$ cat config.mk
export PLATFORM = sky130hd
export DESIGN_NAME = iir_pwm_feeder
export DESIGN_NICKNAME = d
export VERILOG_FILES = /design/src/rtl/iir_pwm_feeder.sv
export SDC_FILE = /design/constraint.sdc
export NUM_CORES = 1
export LEC_CHECK = 0
export CORE_MARGIN = 2
export CORE_UTILIZATION = 61
export CTS_BUF_LIST = sky130_fd_sc_hd__clkbuf_4 sky130_fd_sc_hd__clkbuf_8 sky130_fd_sc_hd__clkbuf_16
export CTS_CLUSTER_SIZE = 28
export DETAILED_ROUTE_END_ITERATION = 7
export PLACE_DENSITY = 0.88
export SKIP_CTS_REPAIR_TIMING = 1
export SLEW_MARGIN = 10
export SYNTH_ARGS = -nofsm -noshare
export SYNTH_HDL_FRONTEND = slang
export SYNTH_SLANG_ARGS = --single-unit
$ cat constraint.sdc
create_clock -name clk -period 12.2 [get_ports clk]
set_input_delay 3.05 -clock clk [delete_from_list [all_inputs] [get_ports clk]]
set_output_delay 3.05 -clock clk [all_outputs]
set_load 0.02 [all_outputs]
$ cat src/rtl/iir_pwm_feeder.sv
// Direct-form-I biquad computed with one shared multiplier (5 MAC cycles per sample),
// followed by offset-binary conversion and an end-of-cycle-gated handoff to the PWM.
module iir_pwm_feeder #(
    parameter int W     = 16,
    parameter int CW    = 16,
    parameter int FRAC  = 14,
    parameter int OUT_W = 31
) (
    input  logic                 clk,
    input  logic                 rst,
    input  logic signed [W-1:0]  x_in,
    input  logic                 x_valid,
    input  logic signed [CW-1:0] b0,
    input  logic signed [CW-1:0] b1,
    input  logic signed [CW-1:0] b2,
    input  logic signed [CW-1:0] a1,
    input  logic signed [CW-1:0] a2,
    input  logic                 pwm_eoc,
    output logic signed [W-1:0]  y_out,
    output logic                 y_valid,
    output logic                 busy,
    output logic                 overrun,
    output logic [OUT_W-1:0]     pwm_code
);
    localparam int AW = W + CW + 3;
    localparam int PW = W + CW;

    typedef enum logic [1:0] {IDLE, MAC, DONE} state_t;

    state_t                state_q, state_d;
    logic [2:0]            k_q, k_d;
    logic signed [AW-1:0]  acc_q, acc_d;
    logic signed [W-1:0]   x0_q, x1_q, x2_q, y1_q, y2_q;
    logic signed [W-1:0]   y_out_q;
    logic                  y_valid_q, busy_q, overrun_q;
    logic [OUT_W-1:0]      pending_q, pwm_code_q;
    logic                  pending_valid_q;
    logic                  accept;

    logic signed [CW-1:0]  op_c;
    logic signed [W-1:0]   op_x;
    logic                  op_neg;
    logic signed [PW-1:0]  prod;
    logic signed [AW-1:0]  prod_ext;
    logic signed [AW-1:0]  shifted;
    logic [AW-W:0]         top_bits;
    logic signed [W-1:0]   y_sat;
    logic [OUT_W-1:0]      code_new;

    // Operand select: tap k of the biquad; feedback taps are subtracted.
    always_comb begin
        op_c   = b0;
        op_x   = x0_q;
        op_neg = 1'b0;
        case (k_q)
            3'd0:    begin op_c = b0; op_x = x0_q; end
            3'd1:    begin op_c = b1; op_x = x1_q; end
            3'd2:    begin op_c = b2; op_x = x2_q; end
            3'd3:    begin op_c = a1; op_x = y1_q; op_neg = 1'b1; end
            default: begin op_c = a2; op_x = y2_q; op_neg = 1'b1; end
        endcase
    end

    assign prod     = PW'(op_c) * PW'(op_x);
    assign prod_ext = {{(AW-PW){prod[PW-1]}}, prod};

    // Result is in range only if every bit above the W-bit sign agrees with it.
    assign shifted  = acc_q >>> FRAC;
    assign top_bits = shifted[AW-1:W-1];

    always_comb begin
        if (top_bits == '0 || top_bits == '1)
            y_sat = shifted[W-1:0];
        else if (shifted[AW-1])
            y_sat = {1'b1, {(W-1){1'b0}}};
        else
            y_sat = {1'b0, {(W-1){1'b1}}};
    end

    assign code_new = OUT_W'({~y_sat[W-1], y_sat[W-2:0]}) << (OUT_W - W);

    always_comb begin
        state_d = state_q;
        k_d     = k_q;
        acc_d   = acc_q;
        accept  = 1'b0;
        case (state_q)
            IDLE: begin
                if (x_valid) begin
                    accept  = 1'b1;
                    acc_d   = '0;
                    k_d     = 3'd0;
                    state_d = MAC;
                end
            end
            MAC: begin
                acc_d = op_neg ? acc_q - prod_ext : acc_q + prod_ext;
                k_d   = k_q + 3'd1;
                if (k_q == 3'd4)
                    state_d = DONE;
            end
            DONE:    state_d = IDLE;
            default: state_d = IDLE;
        endcase
    end

    always_ff @(posedge clk) begin
        if (rst) begin
            state_q         <= IDLE;
            k_q             <= '0;
            acc_q           <= '0;
            x0_q            <= '0;
            x1_q            <= '0;
            x2_q            <= '0;
            y1_q            <= '0;
            y2_q            <= '0;
            y_out_q         <= '0;
            y_valid_q       <= 1'b0;
            busy_q          <= 1'b0;
            overrun_q       <= 1'b0;
            pending_q       <= '0;
            pending_valid_q <= 1'b0;
            pwm_code_q      <= OUT_W'(1) << (OUT_W - 1);
        end else begin
            state_q   <= state_d;
            k_q       <= k_d;
            acc_q     <= acc_d;
            busy_q    <= (state_d != IDLE);
            y_valid_q <= (state_q == DONE);
            if (accept)
                x0_q <= x_in;
            if (x_valid && busy_q)
                overrun_q <= 1'b1;
            if (state_q == DONE) begin
                y_out_q   <= y_sat;
                x2_q      <= x1_q;
                x1_q      <= x0_q;
                y2_q      <= y1_q;
                y1_q      <= y_sat;
                pending_q <= code_new;
                // A fresh result coinciding with end-of-cycle bypasses the pending slot.
                if (pwm_eoc) begin
                    pwm_code_q      <= code_new;
                    pending_valid_q <= 1'b0;
                end else begin
                    pending_valid_q <= 1'b1;
                end
            end else if (pwm_eoc && pending_valid_q) begin
                pwm_code_q      <= pending_q;
                pending_valid_q <= 1'b0;
            end
        end
    end

    assign y_out    = y_out_q;
    assign y_valid  = y_valid_q;
    assign busy     = busy_q;
    assign overrun  = overrun_q;
    assign pwm_code = pwm_code_q;

endmodule

==> metrics, run 1 <==
outcome=complete, but fails checks; violated checks=DRC; mean number of vias per cell=6.098; DRC viols=1; minimum clock period=approximately 12 ns; Max-slew headroom=15.97%; Crit. path cell count=37; reg-to-reg slack, setup=~1.2 ns; area leader, netlist=fa_1; initial antenna violation count=0; Routed WL per cell=between 15 and 20 um; pin count of the biggest net entering global routing=between 90 and 100; CTS tree=built; clk sink count=approximately 140; Max Clk Rate=85.81 MHz; type of the most critical hold path=flip-flop to flip-flop; ys async rst share=0%; top-area cell type share of the netlist area=between 20 and 30%; setup violators final=0; crit path DAT=roughly 12 ns; core area=about 30,000 um^2; Post-synth EDFFs=0; Post-synth top cells=inv_1, nand2_1, nor2_1; worst setup path startpoint=b2[9]; PortBufs=about 130; ys flop type=dfxtp_1; Layout area overhead=12.87%; DIE WIDTH=between 150 and 200 um; grt total ovfl=0; CP max stage cell=fa_1; top-count cell post-synth=inv_1; area occupied by multi-input gates=14,080 um^2; Sequential cell area=roughly 2800 um^2; measured slew at the worst slew-check pin=~1.3 ns; root buffer cell=clkbuf_16; Top Ports=150; number of H-tree levels=4; R2R depth=38; Fill cells=~2,300; Post-Syn Instances=~2,300; Pre-Repair DR Iteration Count=8; Cell Area, Synth=18,600 um^2; worst hold slack=0.4554 ns; Die ar.=31,900 um^2; num rows=63; total number of vias=16,860; Worst EP required=about 13 ns; top cells by area, synth=fa_1, dfxtp_1, ha_1; Crit path top cell by count=fa_1; Worst setup EP type=flip-flop; YS warnings=0; final hold vios=0; GRT Total Usage=about a third; worst skew pair latency=about 0.43 ns; Routed Antenna Nets=0; FF-to-FF End=acc_q[33]$_SDFFE_PP0P_; DP Area=between 20,000 and 25,000 um^2; Initial DRC Count=around 1,600; CP bufs+invs=6; Die H=between 150 and 200 um; fin. max-slew vios=0; CP endpoint=acc_q[33]$_SDFFE_PP0P_; Nets=between 2,000 and 3,000; register area share after synthesis=around 15%; post-DP HPWL=43.29 mm; clock-pin transition on the worst setup and hold timing paths=~0.060 ns; syn_area_per_cell=between 8 and 9 um^2; post-synth cell types=78; Crit Path Class=input pin to flip-flop; number of diodes=0; share of post-route cells with drive strength above 1=roughly 6.4%; number of global-route vias before repair=16,640; Clock Tree Buf Depth=2; Post-Route WL=around 54 mm; RR Startpoint=k_q[0]$_SDFFE_PP0P_; Tcrit/Tclk final=a little over nine tenths; Synth Register Bits=around 140; CP top delay family=adder cells; Worst Setup Start Kind=input pin; first-pass GRT wire length=between 80 and 90 mm; final setup skew=~0.017 ns; Num CTS Buffers=17; CP max stage delay=~0.54 ns; Post-Layout Inst Area=~21,000 um^2; worst-path fanout max=9; GPL Wtd Cong=0.9625; MaxCap Viol Count=0; Initial Utilization=62.42%
-- sequential cells by signal (all words and copies together), names as in the netlist --
name,cells
y_out,16
x2_q,16
pending_q,1
busy,1
state_q,2
x1_q,16
y2_q,16
pwm_code,16
pending_valid_q,1
k_q,3
overrun,1
y_valid,1
acc_q,35
x0_q,16
-- layout make-up --
cell class / count / area share, %
clock inverters: 14 / 0.8344
well taps: 390 / 2.324
flip-flops and latches: 141 / 13.45
clock buffers: 18 / 2.062
multi-input cells: 1688 / 67.06
repair buffers: 193 / 8.547
inverters: 320 / 5.722
-- kinds of logic (layout without fill, tap and decap cells) --
family	after synthesis	in the layout	share of synthesized area (%)
XOR/XNOR	92	92	4.373
buffers and inverters	458	545	9.916
multiplexers	6	6	0.3364
AO/OA/AOI/OAI	500	500	17.65
AND/OR/NAND/NOR	689	689	15.95
other	1	15	0.02016
adder cells (fa/ha/maj)	386	386	36.58
flip-flops	141	141	15.18
-- stage by stage --
step	utilization (%)	setup TNS (ns)	worst slack, ns	cells
finish	70.45	0	0.5468	2764
CTS	70.26	0	0.3543	2763
global placement	68.22	0	0.06766	2731
global route	70.45	-0.009846	-0.009846	2764
detailed placement	68.22	-0.01469	-0.01469	2731
floorplan	-	0	0.8220	2287
-- cell usage in the layout (no fill, tap or decap), drive strengths merged, types with 5 or more instances in the layout --
| cell | instances |
|---|---|
| dfxtp | 141 |
| a31oi | 27 |
| xnor2 | 62 |
| fa | 263 |
| a211o | 7 |
| nand3 | 20 |
| nand2b | 25 |
| a21o | 30 |
| a22oi | 86 |
| nor2 | 266 |
| nor3 | 17 |
| nor2b | 14 |
| or3 | 5 |
| and3 | 8 |
| nand4 | 6 |
| inv | 328 |
| and2 | 17 |
| o21ai | 37 |
| nand3b | 6 |
| xor2 | 30 |
| a31o | 20 |
| conb | 15 |
| a21oi | 184 |
| a22o | 6 |
| clkdlybuf4s50 | 133 |
| clkbuf | 18 |
| o211ai | 10 |
| o21bai | 9 |
| buf | 60 |
| o21a | 13 |
| a211oi | 39 |
| or2 | 9 |
| nand2 | 279 |
| ha | 123 |
-- layer usage --
metal | up-vias | GRT usage, % | wire (um)
li1 | 7565 | - | -
met1 | 8255 | 44.98 | 20840
met2 | 868 | 57.71 | 25540
met3 | 168 | 8.504 | 5723
met4 | 0 | 11.99 | 2144
met5 | - | 0 | 0
-- worst min path at each step --
| stage | slack, ns | endpoint | from | cells past startpoint |
|---|---|---|---|---|
| global route | 0.48 | y2_q[7]$_SDFFE_PP0P_ | y2_q[7]$_SDFFE_PP0P_ | 2 |
| floorplan | 0.44 | x2_q[0]$_SDFFE_PP0P_ | x2_q[0]$_SDFFE_PP0P_ | 2 |
| detailed placement | 0.45 | y2_q[8]$_SDFFE_PP0P_ | y2_q[8]$_SDFFE_PP0P_ | 2 |
| global placement | 0.44 | x2_q[0]$_SDFFE_PP0P_ | x2_q[0]$_SDFFE_PP0P_ | 2 |
| finish | 0.46 | x2_q[13]$_SDFFE_PP0P_ | x2_q[13]$_SDFFE_PP0P_ | 2 |
| CTS | 0.46 | x2_q[13]$_SDFFE_PP0P_ | x2_q[13]$_SDFFE_PP0P_ | 2 |
-- worst min-delay path: stages (launching register included) --
cell and delay [ns]:
dfxtp_1 0.31, nand2_1 0.05, a21oi_1 0.05
Power of run 1 is left out: the tool's default activity adds up to more than one toggle a clock period on the data nets, which glitch-free logic cannot reach.
==> inputs of run 2 (changes only) <==
--- a/config.mk
+++ b/config.mk
@@ -5,6 +5,7 @@
 export SDC_FILE = /design/constraint.sdc
 export NUM_CORES = 1
 export LEC_CHECK = 0
+export CORE_ASPECT_RATIO = 0.9
 export CORE_MARGIN = 2
 export CORE_UTILIZATION = 61
 export CTS_BUF_LIST = sky130_fd_sc_hd__clkbuf_4 sky130_fd_sc_hd__clkbuf_8 sky130_fd_sc_hd__clkbuf_16
==> run 2 against run 1 <==
Effect of this change: maximum frequency decreased by 1.8%; clock-buffer cell count increased by 2; sequential cell count unchanged; worst setup slack got worse by 0.21 ns; die area about the same; cell area increased by 0.14%; core utilization decreased by 0.27 points; routed wire length increased by 1.4%; cell count increased by 0.69%; the run now ends clean; global-route usage increased by 0.47 points; critical path depth decreased by 1.
==> metrics, run 2 (synthesis gave the netlist of run 1 again) <==
outcome=finished clean; GRT Total Usage=between 30% and 40%; Num CTS Buffers=17; minimum clock period=about 12 ns; setup violators final=0; Layout area overhead=13.02%; MaxCap Viol Count=0; Initial Utilization=between 60% and 70%; first-pass GRT wire length=89.30 mm; Sequential cell area=2823 um^2; GPL Wtd Cong=~0.99; type of the most critical hold path=flip-flop to flip-flop; pin count of the biggest net entering global routing=between 90 and 100; Top reg by flops=acc_q; final hold vios=0; DRC viols=0; clk sink count=141; core area=around 30,000 um^2; grt total ovfl=0; number of diodes=0; CP max stage delay=about 0.55 ns; Initial DRC Count=roughly 1,600; initial antenna violation count=0; share of post-route cells with drive strength above 1=about 6.6%; area occupied by multi-input gates=~14,000 um^2; CP max stage cell=fa_1; Clock Tree Buf Depth=2; Top Ports=150; DIE WIDTH=approximately 190 um; Post-Route WL=roughly 55 mm; number of flip-flops in the largest register=35; CTS tree=built; Crit Path Class=input pin to flip-flop; worst skew pair latency=0.42 ns; num rows=60; Routed WL per cell=19.77 um; number of global-route vias before repair=roughly 17,000; Crit path top cell by count=fa_1; setup ws final=between 0.3 and 0.4 ns; clock-pin transition on the worst setup and hold timing paths=approximately 0.060 ns; Max Clk Rate=~84 MHz; Fill cells=around 2,300; Max-slew headroom=26.07%; number of H-tree levels=4; PortBufs=about 130; total number of vias=~17,000; Die ar.=~32,000 um^2; RSZ-0062 raised after global routing=true; root buffer cell=clkbuf_16; Die H=~170 um; Routed Antenna Nets=0; Nets=~2,900; measured slew at the worst slew-check pin=approximately 1.1 ns; final setup skew=0.006921 ns; Post-Place Worst Slack=-0.06142 ns; post-DP HPWL=~44 mm; worst-path fanout max=9; crit path DAT=roughly 12 ns; most frequent cells in the layout=inv_1, nand2_1, nor2_1, fa_1, a21oi_1; Worst EP required=~13 ns; worst hold slack=between 0.4 and 0.5 ns; Tcrit/Tclk final=a little over nine tenths; Worst Setup Start Kind=input pin; fin. max-slew vios=0; Worst setup EP type=flip-flop; mean number of vias per cell=between 5 and 6; Pre-Repair DR Iteration Count=6; commonest non-fill, non-tap cell in the layout=inv_1
==> run 2: changes by cell type in the layout (fill, tap and decap cells not counted), sizes merged <==
cell and change:
buf +6, inv -6, clkinvlp +3, clkinv +1, clkbuf +2
==> run 2: worst paths after layout <==
path / slack (ns) / start / end / depth (start not counted)
worst max-delay path: 0.33 / a1[11] / acc_q[33]$_SDFFE_PP0P_ / 36
worst min-delay path: 0.46 / y2_q[5]$_SDFFE_PP0P_ / y2_q[5]$_SDFFE_PP0P_ / 2
worst max register to register: 0.82 / k_q[0]$_SDFFE_PP0P_ / acc_q[33]$_SDFFE_PP0P_ / 41
worst min register to register: 0.46 / y2_q[5]$_SDFFE_PP0P_ / y2_q[5]$_SDFFE_PP0P_ / 2
==> run 2: final cells by class <==
| class | count | area share [%] |
|---|---|---|
| clock buffer | 20 | 2.190 |
| clock inverter | 12 | 0.6547 |
| inverter | 320 | 5.714 |
| multi-input combinational | 1688 | 66.87 |
| sequential | 141 | 13.43 |
| tap | 403 | 2.399 |
| timing repair buffer | 199 | 8.749 |
==> run 2: per-layer routing <==
metal / vias up / global-route usage [%] / wire length (um)
li1: 7583 / - / -
met5: - / 0 / 0
met1: 8099 / 46.06 / 22290
met2: 856 / 57.48 / 25400
met4: 0 / 9.415 / 1374
met3: 112 / 11.12 / 5965
==> run 2: metrics by stage <==
stage	cell area (um^2)	TNS [ns]	utilization (%)	instances
detailed placement	20370	-0.09522	68.01	2748
CTS	20970	0	70.01	2780
global route	21020	-0.07209	70.18	2783
finish	21020	0	70.18	2783
floorplan	18650	0	-	2287
global placement	20370	0	68.01	2748
==> run 2: worst max-delay path, delay by kind of cell <==
family	cells	cell delay, ns
mux	1	0.13
compound gates	12	2.76
fa+ha+maj	8	3.68
xor+xnor	1	0.21
buf+inv	5	0.66
simple gates	9	1.70
Power of run 2 is left out for the same reason.
==> inputs of run 3 (changes only) <==
--- a/config.mk
+++ b/config.mk
@@ -6,7 +6,7 @@
 export NUM_CORES = 1
 export LEC_CHECK = 0
 export CORE_ASPECT_RATIO = 0.9
-export CORE_MARGIN = 2
+export CORE_MARGIN = 4
 export CORE_UTILIZATION = 61
 export CTS_BUF_LIST = sky130_fd_sc_hd__clkbuf_4 sky130_fd_sc_hd__clkbuf_8 sky130_fd_sc_hd__clkbuf_16
 export CTS_CLUSTER_SIZE = 28
==> run 3 against run 2 <==
Effect of this change: clock skew up 0.0014 ns; clock-buffer cell count down 2; global-route usage down 2.4 points; cell count about the same; worst hold slack better by 0.00063 ns; critical endpoint unchanged; largest cell class unchanged.
==> metrics, run 3 (synthesis gave the netlist of run 1 again) <==
outcome=finished clean; first-pass GRT wire length=around 89 mm; worst hold slack=between 0.4 and 0.5 ns; Initial DRC Count=1,850; number of H-tree levels=4; MaxCap Viol Count=0; minimum clock period=about 12 ns; total number of vias=16,750; Clock Tree Buf Depth=2; Min-Delay Startpoint=y2_q[6]$_SDFFE_PP0P_; WHS Path Cells=2; Top Ports=150; commonest non-fill, non-tap cell in the layout=inv_1; CTS tree=built; post-DP HPWL=around 43 mm; Fill cells=~2,200; DP Area=a little over 20,000 um^2; GRT Total Usage=between 30 and 40%; most frequent cells in the layout=inv_1, nand2_1, nor2_1, fa_1, a21oi_1; number of diodes=0; Layout area overhead=13.15%; worst-path fanout max=8; pin count of the biggest net entering global routing=~110; root buffer cell=clkbuf_16; Routed WL per cell=19.73 um; Die H=approximately 170 um; mean number of vias per cell=~6.0; RSZ-0062 raised after global routing=false; Core Util, Final=70.26%; core area=around 30,000 um^2; num rows=60; Hold Path Sink=y2_q[6]$_SDFFE_PP0P_; reg-to-reg slack, setup=around 1.0 ns; Top reg by flops=acc_q; GPL Wtd Cong=1.014; clk sink count=between 100 and 150; PortBufs=between 100 and 150; CP max stage delay=between 0.5 and 0.6 ns; Worst EP required=about 13 ns; setup violators final=0; Max-slew headroom=approximately 22%; final setup skew=between 0.008 and 0.009 ns; Post-Route WL=between 50 and 60 mm; DRC viols=0; Max Clk Rate=85.30 MHz; worst skew pair latency=between 0.4 and 0.5 ns; clock-pin transition on the worst setup and hold timing paths=about 0.060 ns; type of the most critical hold path=flip-flop to flip-flop; Pre-Repair DR Iteration Count=6; number of global-route vias before repair=17,180; Initial Utilization=between 60% and 70%; grt total ovfl=0; share of post-route cells with drive strength above 1=6.599%; Nets=around 2,900; Routed Antenna Nets=0; fin. max-slew vios=0; Die ar.=~33,000 um^2; DIE WIDTH=just under 200 um; number of flip-flops in the largest register=35; CP max stage cell=fa_1; RR Startpoint=k_q[0]$_SDFFE_PP0P_; Crit Path Class=input pin to flip-flop; final hold vios=0; measured slew at the worst slew-check pin=approximately 1.2 ns; Num CTS Buffers=17; FF-to-FF End=acc_q[33]$_SDFFE_PP0P_; initial antenna violation count=0; Tcrit/Tclk final=between 90% and 100%; Post-Layout Inst Area=21,050 um^2; Worst Setup Start Kind=input pin; R2R depth=41; Crit path top cell by count=fa_1; Worst setup EP type=flip-flop; crit path DAT=between 10 and 15 ns
-- run 3: routing by layer --
layer	up-vias	routed length (um)	track usage, %
li1	7560	-	-
met5	-	0	0
met4	0	2105	11.08
met2	928	25320	52.55
met1	8086	20960	43.01
met3	173	6509	10.45
-- run 3: how the worst max path moves through the flow --
| stage | from | to | slack, ns |
|---|---|---|---|
| final | b1[0] | acc_q[33]$_SDFFE_PP0P_ | 0.48 |
| after global routing | a1[10] | acc_q[34]$_SDFFE_PP0P_ | 0.01 |
| after CTS | b1[0] | acc_q[34]$_SDFFE_PP0P_ | 0.22 |
| after detailed placement | b1[0] | acc_q[33]$_SDFFE_PP0P_ | -0.09 |
| after global placement | b2[0] | acc_q[34]$_SDFFE_PP0P_ | 0.06 |
| after floorplan | b2[10] | acc_q[34]$_SDFFE_PP0P_ | 0.82 |
-- run 3: cell type report --
type | count | area (um^2) | share of cell area [%]
Timing Repair Buffer | 198 | 1819 | 8.644
Clock inverter | 14 | 170.2 | 0.8086
Sequential cell | 141 | 2823 | 13.41
Clock buffer | 18 | 432.9 | 2.057
Inverter | 320 | 1201 | 5.707
Tap cell | 403 | 504.2 | 2.396
Multi-Input combinational cell | 1688 | 14090 | 66.97
-- run 3: worst max-delay path, delay by kind of cell --
family / cells / cell delay [ns]
XOR/XNOR: 2 / 0.32
AO/OA/AOI/OAI: 12 / 2.57
multiplexers: 2 / 0.43
buffers and inverters: 5 / 0.83
adder cells (fa/ha/maj): 8 / 3.58
AND/OR/NAND/NOR: 9 / 1.27
-- run 3: through the flow --
| stage | TNS [ns] | instances | setup WS [ns] |
|---|---|---|---|
| detailed placement | -0.1738 | 2745 | -0.09097 |
| finish | 0 | 2782 | 0.4760 |
| CTS | 0 | 2777 | 0.2192 |
| floorplan | 0 | 2287 | 0.8220 |
| global placement | 0 | 2745 | 0.06018 |
| global route | 0 | 2782 | 0.01278 |
Power of run 3 is left out for the same reason.
